`src/rtl/multi_ch_clk_gen_if.sv`:
```
// Control/status bundle for multi_ch_clk_gen: run enables, restart, config writes,
// and the divided clock-enable outputs.
interface multi_ch_clk_gen_if #(
  parameter int unsigned N_CH  = 4,
  parameter int unsigned CNT_W = 26,
  parameter int unsigned CH_W  = 4
);
  logic [N_CH-1:0]  en;
  logic             sync_restart;
  logic             cfg_we;
  logic [CH_W-1:0]  cfg_ch;
  logic [CNT_W-1:0] cfg_half;
  logic [N_CH-1:0]  clk_out;
  logic [N_CH-1:0]  tick;
  logic             cfg_err;

  modport master (
    output en, sync_restart, cfg_we, cfg_ch, cfg_half,
    input  clk_out, tick, cfg_err
  );

  modport slave (
    input  en, sync_restart, cfg_we, cfg_ch, cfg_half,
    output clk_out, tick, cfg_err
  );
endinterface

```
`src/rtl/multi_ch_clk_gen.sv`:
```
// N-channel programmable square-wave divider with shadowed half-period, per-channel
// enable, global phase-align restart and rising-edge tick strobes.
module multi_ch_clk_gen #(
  parameter int unsigned N_CH         = 4,
  parameter int unsigned CNT_W        = 26,
  parameter int unsigned CH_W         = 4,
  parameter int unsigned DEFAULT_HALF = 25000000
) (
  input  logic             clk_50MHz,
  input  logic             reset_button,
  multi_ch_clk_gen_if.slave bus
);

  localparam logic [CNT_W-1:0] DefaultHalf = CNT_W'(DEFAULT_HALF);
  localparam logic [CH_W:0]    ChLimit     = (CH_W+1)'(N_CH);

  logic [CNT_W-1:0] ctr_q    [N_CH];
  logic [CNT_W-1:0] ctr_d    [N_CH];
  logic [CNT_W-1:0] active_q [N_CH];
  logic [CNT_W-1:0] active_d [N_CH];
  logic [CNT_W-1:0] shadow_q [N_CH];
  logic [CNT_W-1:0] shadow_d [N_CH];
  logic [N_CH-1:0]  clk_q, clk_d;
  logic [N_CH-1:0]  tick_q, tick_d;
  logic             cfg_err_q, cfg_err_d;

  logic             wr_ok;
  logic [N_CH-1:0]  wr_hit;
  logic [N_CH-1:0]  run;
  logic [N_CH-1:0]  term;

  always_comb begin
    wr_ok     = bus.cfg_we && ({1'b0, bus.cfg_ch} < ChLimit);
    cfg_err_d = bus.cfg_we && !wr_ok;
    wr_hit    = '0;
    run       = '0;
    term      = '0;
    clk_d     = '0;
    tick_d    = '0;
    for (int i = 0; i < N_CH; i++) begin
      wr_hit[i]   = wr_ok && (bus.cfg_ch == CH_W'(i));
      run[i]      = bus.en[i] && (active_q[i] != '0);
      term[i]     = run[i] && (ctr_q[i] == active_q[i] - CNT_W'(1));
      shadow_d[i] = wr_hit[i] ? bus.cfg_half : shadow_q[i];
      ctr_d[i]    = '0;
      active_d[i] = shadow_q[i];

      if (bus.sync_restart || !run[i]) begin
        // Stopped/restarted channels reload from the pre-write shadow.
        ctr_d[i]    = '0;
        active_d[i] = shadow_q[i];
      end else if (term[i]) begin
        // A write landing on the terminal cycle takes effect for the very next phase.
        ctr_d[i]    = '0;
        clk_d[i]    = ~clk_q[i];
        tick_d[i]   = ~clk_q[i];
        active_d[i] = wr_hit[i] ? bus.cfg_half : shadow_q[i];
      end else begin
        ctr_d[i]    = ctr_q[i] + CNT_W'(1);
        clk_d[i]    = clk_q[i];
        active_d[i] = active_q[i];
      end
    end
  end

  always_ff @(posedge clk_50MHz) begin
    if (reset_button) begin
      for (int i = 0; i < N_CH; i++) begin
        ctr_q[i]    <= '0;
        active_q[i] <= DefaultHalf;
        shadow_q[i] <= DefaultHalf;
      end
      clk_q     <= '0;
      tick_q    <= '0;
      cfg_err_q <= 1'b0;
    end else begin
      ctr_q     <= ctr_d;
      active_q  <= active_d;
      shadow_q  <= shadow_d;
      clk_q     <= clk_d;
      tick_q    <= tick_d;
      cfg_err_q <= cfg_err_d;
    end
  end

  assign bus.clk_out = clk_q;
  assign bus.tick    = tick_q;
  assign bus.cfg_err = cfg_err_q;

endmodule

```
`src/flat_wrapper.sv`:
```
// flat-port wrapper written by rule: the top's interface ports become plain ports
module multi_ch_clk_gen_flat 
#(
  parameter int unsigned N_CH         = 4,
  parameter int unsigned CNT_W        = 26,
  parameter int unsigned CH_W         = 4,
  parameter int unsigned DEFAULT_HALF = 25000000
)
  (clk_50MHz, reset_button, bus_en, bus_sync_restart, bus_cfg_we, bus_cfg_ch, bus_cfg_half, bus_clk_out, bus_tick, bus_cfg_err);
  multi_ch_clk_gen_if #(.N_CH(N_CH), .CNT_W(CNT_W), .CH_W(CH_W)) bus_i ();
  input  logic clk_50MHz;
  input  logic reset_button;
  input wire logic [$bits(bus_i.en)-1:0] bus_en;
  input wire logic [$bits(bus_i.sync_restart)-1:0] bus_sync_restart;
  input wire logic [$bits(bus_i.cfg_we)-1:0] bus_cfg_we;
  input wire logic [$bits(bus_i.cfg_ch)-1:0] bus_cfg_ch;
  input wire logic [$bits(bus_i.cfg_half)-1:0] bus_cfg_half;
  output wire logic [$bits(bus_i.clk_out)-1:0] bus_clk_out;
  output wire logic [$bits(bus_i.tick)-1:0] bus_tick;
  output wire logic [$bits(bus_i.cfg_err)-1:0] bus_cfg_err;
  assign bus_i.en = bus_en;
  assign bus_i.sync_restart = bus_sync_restart;
  assign bus_i.cfg_we = bus_cfg_we;
  assign bus_i.cfg_ch = bus_cfg_ch;
  assign bus_i.cfg_half = bus_cfg_half;
  assign bus_clk_out = bus_i.clk_out;
  assign bus_tick = bus_i.tick;
  assign bus_cfg_err = bus_i.cfg_err;
  multi_ch_clk_gen #(.N_CH(N_CH), .CNT_W(CNT_W), .CH_W(CH_W), .DEFAULT_HALF(DEFAULT_HALF)) u_core (.clk_50MHz(clk_50MHz), .reset_button(reset_button), .bus(bus_i));
endmodule
```
`config.mk`:
```
export PLATFORM = sky130hd
export DESIGN_NAME = multi_ch_clk_gen_flat
export DESIGN_NICKNAME = d
export VERILOG_FILES = /design/src/rtl/multi_ch_clk_gen_if.sv /design/src/rtl/multi_ch_clk_gen.sv /design/src/flat_wrapper.sv
export SDC_FILE = /design/constraint.sdc
export NUM_CORES = 1
export LEC_CHECK = 0
export CAP_MARGIN = 20
export CELL_PAD_IN_SITES_DETAIL_PLACEMENT = 0
export CELL_PAD_IN_SITES_GLOBAL_PLACEMENT = 1
export CORE_ASPECT_RATIO = 1.2
export CORE_MARGIN = 1.5
export CORE_UTILIZATION = 30
export CTS_BUF_LIST = sky130_fd_sc_hd__clkbuf_8
export DETAILED_ROUTE_END_ITERATION = 16
export MAX_ROUTING_LAYER = met4
export PLACE_DENSITY_LB_ADDON = 0.3
export REMOVE_ABC_BUFFERS = 1
export SLEW_MARGIN = 20
export SYNTH_ARGS = -nofsm -noshare
export SYNTH_HDL_FRONTEND = slang
export SYNTH_SLANG_ARGS = --single-unit
```
`constraint.sdc`:
```
create_clock -name clk_50MHz -period 4.9 [get_ports clk_50MHz]
set_input_delay 0.735 -clock clk_50MHz [delete_from_list [all_inputs] [get_ports clk_50MHz]]
set_output_delay 0.735 -clock clk_50MHz [all_outputs]
set_load 0.05 [all_outputs]
```
==> out/metrics.cfg, run 1 <==
[sta]
min_period_over_period=0.8422
hold_viol_final=0
rsz0062_at_grt=no
skew_ps=35.45
tightest_slew_ps=1021
relSlewSlack=0.3174
slew_violations=0
period_minus_slack_ps=4127
tns_ps=0
setup_violations=0
max_freq_ghz=0.2423

[synthesis]
seq_area_frac_synth=0.3834
synth.area.top_cells=dfxtp_1, xnor2_1, nor2_1
postSynthAreaPerCell_um2=8.192
yosys.area.top_type=dfxtp_1
synthArstFlopShare=0
synth_common_cells=dfxtp_1, nor2_1, nand2_1
synth_enable_flop_cells=0
yosys_warnings=0
synth_cell_types=69
synth-main-ff-cell=dfxtp_1
synthCells=2046
ys_ff_latch=321
synth.top_cell.area_share=0.3834
netlist_area_um2=16760
synth_most_common_cell=dfxtp_1

[clock_tree]
cts.hold.buffers_added=0
ctsResizeCount=0
post_cts_buffers=0
clock_latency_ps=670
clk_pin_slew_ps=60
clock_sinks=321
numCtsBuffers=57
cts_tree=done
cts_buffer_depth=3
cts_root_buf=clkbuf_8
h-tree-depth=2

[grt]
overflow=0
grt_pass1_vias=14140
grt_max_degree=122
antenna_found_initial=1
track_usage=0.1774
grt_pass1_wl_um=78560

[setup_path]
crit_slowest_cell=nor4_1
start_kind=register
ff2ff_setup_slack_ps=770
crit_chain=nor4_1 -> nand4_1 -> or3_1 -> a2111oi_0 -> nand3_1 -> or3_1 -> nand4b_1 -> buf_4 -> nor2_1 -> buf_4 -> o2bb2ai_1
crit_family=simple AND/OR/NAND/NOR gates
cp-end-kind=register
r2r_cells=11
cp.arrival_ps=4720
path_depth=11
path_buf_inv=2
r2r-start=u_core.active_q[34]
crit_fanout=27
critical_path_class=register to register
max_stage_delay_ps=780
r2r-end=u_core.active_q[27]
cp_data_required_time_ps=5490
crit_path_end=u_core.active_q[27]
startpoint=u_core.active_q[34]

[power]
cellPowerDensity_nw_per_um2=294.6
ir_drop_mv=0.1658
leakage_nw=6.487

[drt]
drt_iter0_markers=976
drt-total-wl_um=49060
highest_layer=met4
wl_met1_um=22320
via_per_inst=5.166
drt-wirelength-per-cell_um=17.40
wl_met3_um=2377
wl_met2_um=23080
num_vias=14560
route.detailed.drc=0
dr.pass1.iters=5
antenna_left=0

[floorplan]
dieHeight_um=261.9
coreArea_um2=55040
rows=94
die_area_um2=57300
fp.dieW_um=218.8
io_pins=47
start_util=0.3045

[final_layout]
n_fill_cell=5763
finish.utilization=0.3469
fin_area_um2=19100
regArea_um2=6426
drive_gt1_frac=0.08008
syn2layout_area_growth_pct=13.94
nets=2103
multiInputGateArea_um2=9684

[placement]
gp_congestion=0.8440
io_buffers=46
placed_area_um2=17880
dpl.hpwl_um=33200

[run]
cap_violations=0

[status]
status=complete, no violations

[worst_hold_path]
hold_class=register to register

==> power by group <==
group | internal [mW] | leakage, nW | switching, mW
sequential | 2.64 | 2.60 | 0.0400
combinational | 0.111 | 3.20 | 0.198
clock | 1.44 | 0.690 | 1.19
total | 4.20 | 6.49 | 1.43
==> tightest hold or removal path, cell delays in order (launching register included) <==
cell	delay, ps
dfxtp_1	300
nand2_1	50
a21oi_1	50
==> logic make-up after synthesis <==
kind of cell             count (synthesis)  share of synthesized area
XOR/XNOR                               231                     0.1207
AND/OR/NAND/NOR                        851                     0.2470
multiplexers                            93                    0.05726
adder cells (fa/ha/maj)                 12                   0.008958
buffers and inverters                  172                    0.03941
flip-flops                             321                     0.3834
AO/OA/AOI/OAI                          366                     0.1433
==> per-stage QoR <==
stage / power [mW] / hold WS, ps / instances / worst slack (ps)
after floorplan: 2.879 / 428.1 / 1917 / 323.2
after global placement: 3.047 / 441.1 / 2714 / 829.1
after detailed placement: 3.050 / 447.7 / 2714 / 826.8
after CTS: 5.731 / 441.9 / 2818 / 807.2
after global routing: 5.875 / 479.1 / 2819 / 366.8
final: 5.626 / 453.0 / 2819 / 773.4
==> final cells by class <==
class | instances | area share
timing repair buffer | 77 | 0.03702
tap | 720 | 0.04717
clock inverter | 24 | 0.005962
inverter | 43 | 0.008452
antenna | 1 | 0.0001310
sequential | 321 | 0.3365
clock buffer | 80 | 0.05766
multi-input combinational | 1553 | 0.5071
==> routing by layer <==
metal	global-route usage	vias up
met5	-	-
met4	0.05289	0
met3	0.02905	95
met2	0.2902	322
met1	0.2241	6946
li1	-	7201
==> sequential cells by signal, indices dropped and copies added (netlist names) <==
name,cells
u_core.active_q,104
u_core.bus.cfg_err,1
u_core.bus.tick,4
u_core.bus.clk_out,4
u_core.ctr_q,104
u_core.shadow_q,104
==> how the worst min path moves through the flow <==
stage                                to  slack (ps)                 from  cells past startpoint
finish               u_core.shadow_q[0]         450   u_core.shadow_q[0]                      2
global route         u_core.shadow_q[9]         480   u_core.shadow_q[9]                      2
CTS                 u_core.active_q[30]         440         reset_button                      2
detailed placement   u_core.shadow_q[2]         450   u_core.shadow_q[2]                      2
global placement    u_core.active_q[38]         440  u_core.shadow_q[38]                      2
floorplan           u_core.active_q[32]         430  u_core.shadow_q[32]                      2
==> cell usage in the layout, fill, tap and decap left out, types with 30 or more instances in the layout <==
cell type | Yosys | final
dfxtp_1 | 321 | 321
a31oi_1 | 47 | 47
nand4_1 | 33 | 33
inv_1 | 43 | 55
nand3_1 | 90 | 90
xor2_1 | 99 | 99
o21ai_0 | 48 | 48
and3_1 | 30 | 30
clkbuf_8 | 0 | 80
xnor2_1 | 132 | 132
o2bb2ai_1 | 34 | 34
nor3_1 | 40 | 39
nor4_1 | 38 | 38
buf_4 | 0 | 30
clkdlybuf4s50_1 | 0 | 45
nand2b_1 | 33 | 33
nor2_1 | 239 | 238
a21oi_1 | 117 | 117
mux2i_1 | 70 | 70
nand2_1 | 217 | 217
and2_1 | 39 | 38
Note: power is estimated with default switching activity, not from simulation.
==> run 2: changes to the inputs <==
==> constraint.sdc (replaced) <==
create_clock -name clk_50MHz -period 4.2 [get_ports clk_50MHz]
set_input_delay 0.63 -clock clk_50MHz [delete_from_list [all_inputs] [get_ports clk_50MHz]]
set_output_delay 0.63 -clock clk_50MHz [all_outputs]
set_load 0.05 [all_outputs]
==> run 2 against run 1 <==
  * Cell count up 0.60%
  * First-iteration DRC count fell by 9.2%
  * Non-clock buffer count grew 22
  * Wire length shrank 1.2%
  * Register-to-register slack got worse by 460 ps
  * Clock-buffer cell count decreased by 17
  * Critical path type unchanged
==> out/metrics.cfg, run 2 (synthesis results as in run 1) <==
[setup_path]
crit_family=simple AND/OR/NAND/NOR gates
crit_slowest_cell=or4b_1
cp_data_required_time_ps=4790
max_stage_delay_ps=570
cp.arrival_ps=4470
crit_fanout=43
path_buf_inv=2
start_kind=register
crit_chain=inv_1 -> ha_1 -> nor3b_1 -> and2_0 -> nand2_1 -> xnor2_1 -> nand4b_1 -> or4_1 -> or4b_1 -> buf_12 -> o31a_1 -> o22ai_1
cp-end-kind=register
critical_path_class=register to register

[sta]
rsz0062_at_grt=no
tightest_slew_ps=1080
skew_ps=18.57
setup_violations=0
period_minus_slack_ps=3887
slew_violations=0
hold_viol_final=0
relSlewSlack=0.2782
max_freq_ghz=0.2572
min_period_over_period=0.9256

[final_layout]
top_regs=u_core.active_q: 104 flops, u_core.ctr_q: 104 flops, u_core.shadow_q: 104 flops
drive_gt1_frac=0.07943
fin_area_um2=19120
nets=2125
syn2layout_area_growth_pct=14.10
final_common_cell=dfxtp_1
final_cell_mix=dfxtp_1, nor2_1, nand2_1, xnor2_1, a21oi_1

[floorplan]
start_util=0.3045
fp.dieW_um=218.8
rows=94
die_area_um2=57300
dieHeight_um=261.9
io_pins=47
coreArea_um2=55040

[grt]
grt_pass1_wl_um=77250
overflow=0
antenna_found_initial=2
grt_max_degree=65
grt_pass1_vias=14180
track_usage=0.1745

[clock_tree]
cts_tree=done
ctsResizeCount=0
cts.hold.buffers_added=0
clock_sinks=321
post_cts_buffers=0
clock_latency_ps=650
numCtsBuffers=57
cts_root_buf=clkbuf_8
h-tree-depth=2
clk_pin_slew_ps=60
cts_buffer_depth=3

[power]
leakage_nw=6.562
ir_drop_mv=0.1709
cellPowerDensity_nw_per_um2=326.4
power_mw=6.242

[drt]
drt-wirelength-per-cell_um=17.10
drt-total-wl_um=48490
dr.pass1.iters=6
route.detailed.drc=0
via_per_inst=5.102
drt_iter0_markers=886
num_vias=14470
antenna_left=0

[placement]
placed_area_um2=18070
gp_congestion=0.8357
dpl.hpwl_um=33670
io_buffers=46

[status]
status=complete, no violations

[run]
cap_violations=0

[worst_hold_path]
hold_class=primary input to register

## run 2: cell count changes in the layout (fill, tap and decap cells not counted), moves of 2 or more
cell and change:
buf_4 +19, clkinv_2 -5, clkbuf_8 -17, buf_12 +2, inv_1 +16
## run 2: layer usage
| layer | share of wire | track usage | vias up |
|---|---|---|---|
| li1 | - | - | 7232 |
| met1 | 0.46 | 0.2201 | 6902 |
| met2 | 0.47 | 0.2882 | 263 |
| met3 | 0.040 | 0.02442 | 71 |
| met4 | 0.021 | 0.05365 | 0 |
| met5 | 0 | - | - |
## run 2: power breakdown
part           internal, mW  switching [mW]
Sequential             3.08          0.0427
Combinational         0.137           0.235
Clock                  1.42            1.32
## run 2: area by class of cell
cell class | instances | area, µm²
Antenna cell | 1 | 2.502
Clock buffer | 63 | 867.1
Clock inverter | 36 | 180.2
Fill cell | 5799 | 35920
Inverter | 43 | 161.4
Multi-Input combinational cell | 1553 | 9682
Sequential cell | 321 | 6426
Tap cell | 720 | 900.9
Timing Repair Buffer | 99 | 904.6
## run 2: metrics by stage
stage	setup TNS [ps]	util	hold slack, ps	worst slack (ps)	cells
after floorplan	-14960	-	428.1	-376.8	1917
after global placement	0	0.3281	441.0	387.1	2735
after detailed placement	0	0.3284	449.0	391.6	2736
after CTS	0	0.3474	301.6	356.2	2835
after global routing	0	0.3475	328.7	69.46	2836
final	0	0.3475	358.5	312.6	2836
## run 2: final timing paths
| path | start | end | depth (start not counted) | slack [ps] |
|---|---|---|---|---|
| hold / removal | reset_button | u_core.active_q[29] | 2 | 360 |
| setup reg to reg | u_core.active_q[0] | u_core.active_q[7] | 12 | 310 |
| hold reg to reg | u_core.shadow_q[2] | u_core.shadow_q[2] | 2 | 460 |
| setup / recovery | u_core.active_q[0] | u_core.active_q[7] | 12 | 310 |
==> run 3: changes to the inputs <==
--- a/config.mk
+++ b/config.mk
@@ -5,6 +5,7 @@
 export SDC_FILE = /design/constraint.sdc
 export NUM_CORES = 1
 export LEC_CHECK = 0
+export ABC_AREA = 1
 export CAP_MARGIN = 20
 export CELL_PAD_IN_SITES_DETAIL_PLACEMENT = 0
 export CELL_PAD_IN_SITES_GLOBAL_PLACEMENT = 1
==> run 3 against run 2 <==
  * Sequential cell count did not move
  * Wire length rose by 15%
  * Final area rose by 11%
  * Clock power rose by 9.5%
  * Global-route usage rose by 0.29 points
  * Register-to-register slack improved by 630 ps
  * Critical path depth did not move
  * Clock-buffer cell count rose by 9
  * Maximum frequency rose by 19%
  * Utilization fell by 0.59 points
  * Synthesized cell count rose by 44%
  * Critical path type unchanged
  * Largest cell class unchanged
  * Highest routed layer unchanged
==> out/metrics.cfg, run 3 <==
[worst_hold_path]
min-delay-start=reset_button
hold_class=primary input to register
min_path_cells=4

[power]
ir_drop_mv=0.1899
leakage_nw=9.517
cellPowerDensity_nw_per_um2=322.7

[final_layout]
multiInputGateArea_um2=10860
finish.utilization=0.3415
final_cell_mix=nand2_1, nor2_1, inv_1, dfxtp_1, nand3_1
top_regs=u_core.active_q: 104 flops, u_core.ctr_q: 104 flops, u_core.shadow_q: 104 flops
regArea_um2=6426
n_fill_cell=6928
fin_cells=3820
syn2layout_area_growth_pct=12.17
drive_gt1_frac=0.05694
nets=3010
final_common_cell=nand2_1

[synthesis]
synthCells=2937
synth-main-ff-cell=dfxtp_1
ys_ff_latch=321
netlist_area_um2=18970
synthArstFlopShare=0
synth_most_common_cell=nand2_1
synth_cell_types=45
synth.area.top_cells=dfxtp_1, nand2_1, nor2_1
yosys.area.top_type=dfxtp_1
yosys_warnings=0
seq_area_frac_synth=0.3387
postSynthAreaPerCell_um2=6.460
synth_enable_flop_cells=0
synth.top_cell.area_share=0.3387
synth_common_cells=nand2_1, nor2_1, dfxtp_1, inv_1, nand3_1

[clock_tree]
cts_tree=done
post_cts_buffers=0
clock_latency_ps=650
cts_root_buf=clkbuf_8
clock_sinks=321
numCtsBuffers=56
ctsResizeCount=0
cts.hold.buffers_added=0
h-tree-depth=2
clk_pin_slew_ps=60
cts_buffer_depth=3

[drt]
wl_met3_um=1615
dr.pass1.iters=5
num_vias=17730
antenna_left=0
drt_iter0_markers=924
wl_met2_um=26260
wl_met1_um=25620
drt-total-wl_um=55600
via_per_inst=4.640
highest_layer=met4
drt-wirelength-per-cell_um=14.55
route.detailed.drc=0

[sta]
slew_violations=0
rsz0062_at_grt=no
max_freq_ghz=0.3069
tightest_slew_ps=918.7
period_minus_slack_ps=3258
skew_ps=27.40
hold_viol_final=0
tns_ps=0
setup_violations=0
min_period_over_period=0.7758
relSlewSlack=0.3861

[grt]
overflow=0
track_usage=0.1774
grt_pass1_vias=16830
grt_max_degree=66
grt_pass1_wl_um=89320
antenna_found_initial=1

[setup_path]
critical_path_class=register to register
cp_data_required_time_ps=4770
start_kind=register
startpoint=u_core.active_q[44]
r2r-start=u_core.active_q[44]
r2r_cells=12
cp-end-kind=register
crit_fanout=54
cp.arrival_ps=3830

[floorplan]
coreArea_um2=62310
rows=100
fp.dieW_um=232.6
io_pins=47
die_area_um2=64770
start_util=0.3045
dieHeight_um=278.5

[placement]
gp_congestion=0.8826
dpl.hpwl_um=41570
dp_cells=3718
io_buffers=46

[status]
status=complete, no violations

[run]
cap_violations=0

[run 3: routing by layer]
| layer | up-vias | GRT usage |
|---|---|---|
| met1 | 8020 | 0.2160 |
| met4 | 0 | 0.06931 |
| met3 | 108 | 0.02469 |
| li1 | 9357 | - |
| met5 | - | - |
| met2 | 240 | 0.2943 |
[run 3: cells by family after synthesis]
group                    share of synthesized area
AO/OA/AOI/OAI                              0.06199
XOR/XNOR                                   0.06581
adder cells (fa/ha/maj)                   0.007913
buffers and inverters                      0.08936
flip-flops                                  0.3387
multiplexers                               0.04221
AND/OR/NAND/NOR                             0.3940
[run 3: layout make-up]
cell class,instances,area share
Antenna cell,1,0.0001176
Clock buffer,72,0.04656
Clock inverter,29,0.007878
Inverter,329,0.05809
Multi-Input combinational cell,2192,0.5104
Sequential cell,321,0.3020
Tap cell,816,0.04797
Timing Repair Buffer,60,0.02704
[run 3: worst max-delay path, stage by stage (launching register included)]
cell     delay (ps)
dfxtp_1         450
nor2_1          120
nand2_1          80
nor2_1           40
nand2_1          80
inv_2            40
nand4_1         100
nand2_1          90
nor2_1          670
inv_2           560
nor2_1          300
nand2_2         330
nor3b_1         280
[run 3: path summary, 6_finish.rpt]
check,endpoint,slack [ps]
worst max register to register,u_core.ctr_q[28],940
worst min-delay path,u_core.bus.clk_out[3],340
worst min register to register,u_core.ctr_q[26],470
worst max-delay path,u_core.ctr_q[28],940
[run 3: stage by stage]
step | setup slack (ps) | total power, mW | cell area (µm²) | hold slack [ps]
after floorplan | 1175 | 3.676 | 18510 | 436.4
after global placement | 595.0 | 3.939 | 20120 | 454.1
after detailed placement | 545.6 | 3.944 | 20120 | 458.8
after CTS | 845.2 | 7.015 | 21280 | 284.4
after global routing | 449.3 | 7.231 | 21280 | 332.5
final | 941.8 | 6.869 | 21280 | 342.6
[run 3: report_power, final]
group / switching [mW] / internal [mW]
Combinational: 0.458 / 0.226
Sequential: 0.0786 / 3.11
Clock: 1.35 / 1.65
